[src/rtl/cbuf_fifo.sv]
// cbuf_fifo: joined data/control input feeding a pass-or-drop FIFO with a per-token completion channel
module cbuf_fifo #(
    parameter int WIDTH = 8,
    parameter int DEPTH = 4,
    parameter int C_EN  = 1
) (
    input  logic                       clk,
    input  logic                       reset,
    input  logic                       in_valid,
    output logic                       in_ready,
    input  logic [WIDTH-1:0]           in_data,
    input  logic                       ctl_valid,
    output logic                       ctl_ready,
    input  logic                       ctl_pass,
    output logic                       out_valid,
    input  logic                       out_ready,
    output logic [WIDTH-1:0]           out_data,
    output logic                       c_valid,
    input  logic                       c_ready,
    output logic                       c_data,
    output logic [$clog2(DEPTH+1)-1:0] count
);
    localparam int CW = $clog2(DEPTH + 1);
    localparam int PW = $clog2(DEPTH);

    logic [WIDTH-1:0] mem_q [DEPTH];
    logic [PW-1:0]    rd_q, rd_d, wr_q, wr_d;
    logic [CW-1:0]    cnt_q, cnt_d;
    logic             cv_q, cv_d, cd_q, cd_d;
    logic             pop, push, fire, go, f_free, c_free;

    // join of in/ctl, gated by FIFO room (pass tokens only) and a free completion slot
    always_comb begin
        pop       = (cnt_q != '0) & out_ready;
        f_free    = (cnt_q < CW'(DEPTH)) | pop;
        c_free    = (C_EN == 0) | ~cv_q | c_ready;
        go        = reset & c_free & (ctl_pass ? f_free : 1'b1);
        fire      = in_valid & ctl_valid & go;
        push      = fire & ctl_pass;
        in_ready  = ctl_valid & go;
        ctl_ready = in_valid & go;
        rd_d      = pop ? ((rd_q == PW'(DEPTH - 1)) ? '0 : rd_q + PW'(1)) : rd_q;
        wr_d      = push ? ((wr_q == PW'(DEPTH - 1)) ? '0 : wr_q + PW'(1)) : wr_q;
        cnt_d     = cnt_q + CW'(push) - CW'(pop);
        cv_d      = (C_EN != 0) & (fire | (cv_q & ~c_ready));
        cd_d      = (C_EN != 0) & (fire ? ctl_pass : cd_q);
        out_valid = cnt_q != '0;
        out_data  = mem_q[rd_q];
        c_valid   = cv_q;
        c_data    = cd_q;
        count     = cnt_q;
    end

    // state registers; reset also zeroes storage so out_data reads 0 until the first push
    always_ff @(posedge clk) begin
        if (!reset) begin
            for (int i = 0; i < DEPTH; i++) mem_q[i] <= '0;
            rd_q  <= '0;
            wr_q  <= '0;
            cnt_q <= '0;
            cv_q  <= 1'b0;
            cd_q  <= 1'b0;
        end else begin
            if (push) mem_q[wr_q] <= in_data;
            rd_q  <= rd_d;
            wr_q  <= wr_d;
            cnt_q <= cnt_d;
            cv_q  <= cv_d;
            cd_q  <= cd_d;
        end
    end
endmodule

[config.mk]
export PLATFORM = sky130hd
export DESIGN_NAME = cbuf_fifo
export DESIGN_NICKNAME = d
export VERILOG_FILES = /design/src/rtl/cbuf_fifo.sv
export SDC_FILE = /design/constraint.sdc
export NUM_CORES = 1
export LEC_CHECK = 0
export BUFFER_PORTS_ARGS = -buffer_cell sky130_fd_sc_hd__buf_4
export CORE_MARGIN = 3
export CORE_UTILIZATION = 50
export CTS_BUF_LIST = sky130_fd_sc_hd__clkbuf_16
export CTS_CLUSTER_SIZE = 10
export DETAILED_ROUTE_END_ITERATION = 6
export PLACE_DENSITY = 0.75
export SLEW_MARGIN = 30
export SYNTH_ARGS = -nofsm -noshare
export SYNTH_HDL_FRONTEND = slang
export SYNTH_SLANG_ARGS = --single-unit
[constraint.sdc]
create_clock -name clk -period 2.43 [get_ports clk]
set_input_delay 0.486 -clock clk [delete_from_list [all_inputs] [get_ports clk]]
set_output_delay 0.486 -clock clk [all_outputs]
set_load 0.01 [all_outputs]
==> flow_metrics.env <==
export IMPL_status="complete, no violations"
export IMPL_clock_tree_root_cell="clkbuf_16"
export IMPL_ctsHoldBuffers=0
export IMPL_max_stage_delay_ns=0.39
export IMPL_ys_warnings_count=0
export IMPL_dieHeight_um=69.1
export IMPL_min_delay_start="rd_q[0]"
export IMPL_netlist_area_mm2=0.00199
export IMPL_grt_pass1_wl_um=6720
export IMPL_fin_skew_ns=0.00341
export IMPL_synth_edf_count=32
export IMPL_dr_pass1_iters=4
export IMPL_clock_latency_ns=0.28
export IMPL_hold_depth=2
export IMPL_coreArea_mm2=0.00374
export IMPL_cts_tree="built"
export IMPL_final_hold_viol_count=0
export IMPL_fillers=293
export IMPL_async_flop_share_pct=0
export IMPL_wirelength_um=4050
export IMPL_power_uw=2170
export IMPL_gp_congestion=0.798
export IMPL_start_util_pct=53.2
export IMPL_path_buf_inv=2
export IMPL_reg2reg_from="count[1]"
export IMPL_critical_path_class="reg2reg"
export IMPL_syn_to_final_growth_pct=25.5
export IMPL_setup_viol=0
export IMPL_via_per_inst=5.35
export IMPL_p_per_area_mw_per_mm2=868
export IMPL_clkSinkCount=43
export IMPL_syn_avg_cell_area_um2=12.5
export IMPL_period_needed_ns=2.23
export IMPL_antenna_found_initial=0
export IMPL_maxCapViolations=0
export IMPL_final_common_cell="buf_4"
export IMPL_fin_setup_tns_ns=0
export IMPL_fin_area_mm2=0.00250
export IMPL_end_kind="flop"
export IMPL_dpl_cell_area_mm2=0.00233
export IMPL_num_vias=1342
export IMPL_ir_worst_vdd_v=0.000605
export IMPL_synth_flop_cell="edfxtp_1"
export IMPL_cts_resized=0
export IMPL_cp_max_fo=5
export IMPL_io_pins=31
export IMPL_drv_slew=0
export IMPL_cts_max_level=2
export IMPL_r2r_end="count[2]"
export IMPL_period_share_pct=91.8
export IMPL_ff2ff_setup_slack_ns=0.20
export IMPL_synth_ff_latch_count=43
export IMPL_drtIter0Drc=78
export IMPL_cp_arrival_ns=2.41
export IMPL_hold_class="reg2reg"
export IMPL_clk_pin_slew_ns=0.06
export IMPL_critPathRequiredTime_ns=2.61
export IMPL_clockBufferDepth=2
export IMPL_globalRouteTotalUtil_pct=18.3
export IMPL_rsz0062_at_grt="no"
export IMPL_die_x_um=69.1
export IMPL_synth_cell_type_count=30
export IMPL_nets=222
export IMPL_syn_nets=179
export IMPL_start_kind="flop"
export IMPL_die_area_mm2=0.00478
export IMPL_critPathSlowestCell="o31ai_2"
export IMPL_io_buffers=30
export IMPL_multi_input_area_um2=729
export IMPL_postCtsSetupBuffers=0
export IMPL_hold_path_end="rd_q[0]"
export IMPL_grt_overflow=0
export IMPL_grt_max_degree=15
export IMPL_max_slew_margin_pct=65.3
export IMPL_drtAntennaViolNets=0
export IMPL_yosysSeqAreaShare_pct=59.3
export IMPL_syn_inst=159
export IMPL_grt_pass1_vias=1449
export IMPL_rows=22
export IMPL_final_cell_mix="buf_4, edfxtp_1, nor2_1, nand2_1, inv_1"
export IMPL_drive_gt1_share_pct=31.0
export IMPL_ff2ff_path_depth=9
export IMPL_diodes=0
export IMPL_wl_per_cell_um=16.1
export IMPL_drc=0
export IMPL_cts_buffers=5
export IMPL_seq_area_mm2=0.00118
export IMPL_tightest_slew_ns=0.520
export IMPL_dp_hpwl_um=3030
export IMPL_path_cells="o31ai_2 -> inv_1 -> ha_1 -> inv_1 -> ha_1 -> fa_1 -> xnor2_1 -> xnor2_1 -> and2_1"
export IMPL_p_leak_uw=0.00101
export IMPL_fmax_mhz=448
export IMPL_crit_family="adder cells"
[synthesized netlist by cell type, drive strengths merged (2+ instances only)]
cell type	number	area share (%)
dfxtp	11	11
nor3	4	1.0
mux2i	2	1.0
nand4b	2	1.9
xnor2	2	0.88
o21ai	6	1.5
nand4	3	1.7
mux4	8	9.0
nor2	30	5.6
inv	12	2.3
buf	7	2.1
a21oi	2	0.50
or3	3	0.94
ha	4	2.5
nand2b	4	1.3
nand2	14	2.6
and2	5	1.6
edfxtp	32	48
nand3	2	0.50
[per-layer routing]
| layer | GRT usage (%) | vias up | wire length, um |
|---|---|---|---|
| met3 | 5.39 | 9 | 301 |
| met1 | 19.4 | 639 | 1440 |
| met2 | 33.4 | 49 | 2250 |
| met5 | 0 | - | 0 |
| li1 | - | 645 | - |
| met4 | 7.38 | 0 | 62 |
[flip-flops by register name, indices dropped and copies added, names as in the netlist, named ones only]
name,count
mem_q,32
wr_q,2
count,3
c_valid,1
c_data,1
rd_q,2
[logic make-up (layout without fill, tap and decap cells)]
logic type               after synthesis  in the layout  synth area share (%)
XOR/XNOR                               2              2                 0.879
AND/OR/NAND/NOR                       68             68                  18.4
multiplexers                          10             10                  10.0
buffers and inverters                 19             63                  4.39
adder cells (fa/ha/maj)                5              5                  3.52
AO/OA/AOI/OAI                         12             12                  3.52
flip-flops                            43             43                  59.3
[report_power, final]
group	switching, uW	internal [uW]	total [uW]	leakage, uW
Sequential	76.6	856	933	0.000422
Clock	256	479	734	0.0000812
Combinational	221	283	504	0.000507
[worst register-to-register path: stages (launching register included)]
cell	delay [ns]
dfxtp_1	0.34
o31ai_2	0.39
inv_1	0.09
ha_1	0.28
inv_1	0.03
ha_1	0.19
fa_1	0.39
xnor2_1	0.15
xnor2_1	0.12
and2_1	0.15
[how the worst max path moves through the flow]
stage          startpoint  endpoint  slack [ns]  cells after the start
2_1_floorplan     c_ready  count[2]        0.06                     10
4_1_cts          count[0]  count[2]        0.09                      9
3_5_place_dp    ctl_valid  count[2]        0.10                     10
6_report         count[1]  count[2]        0.20                      9
3_3_place_gp        reset  count[2]        0.19                     10
5_1_grt          count[1]  count[2]        0.06                      9
[layout make-up]
class | count | area share (%)
inverters | 12 | 1.80
multi-input cells | 97 | 29.2
well taps | 48 | 2.40
clock buffers | 5 | 5.00
repair buffers | 43 | 12.9
clock inverters | 3 | 1.55
flip-flops and latches | 43 | 47.2
[per-stage QoR]
stage / utilization [%] / cells / setup WS [ns] / hold WS, ns
global placement: 62.3 / 243 / 0.193 / 0.478
floorplan: - / 159 / 0.0634 / 0.461
detailed placement: 62.3 / 243 / 0.105 / 0.495
CTS: 66.7 / 251 / 0.0879 / 0.510
global route: 66.8 / 251 / 0.0570 / 0.535
finish: 66.8 / 251 / 0.199 / 0.504
(Power assumes the default switching activity.)
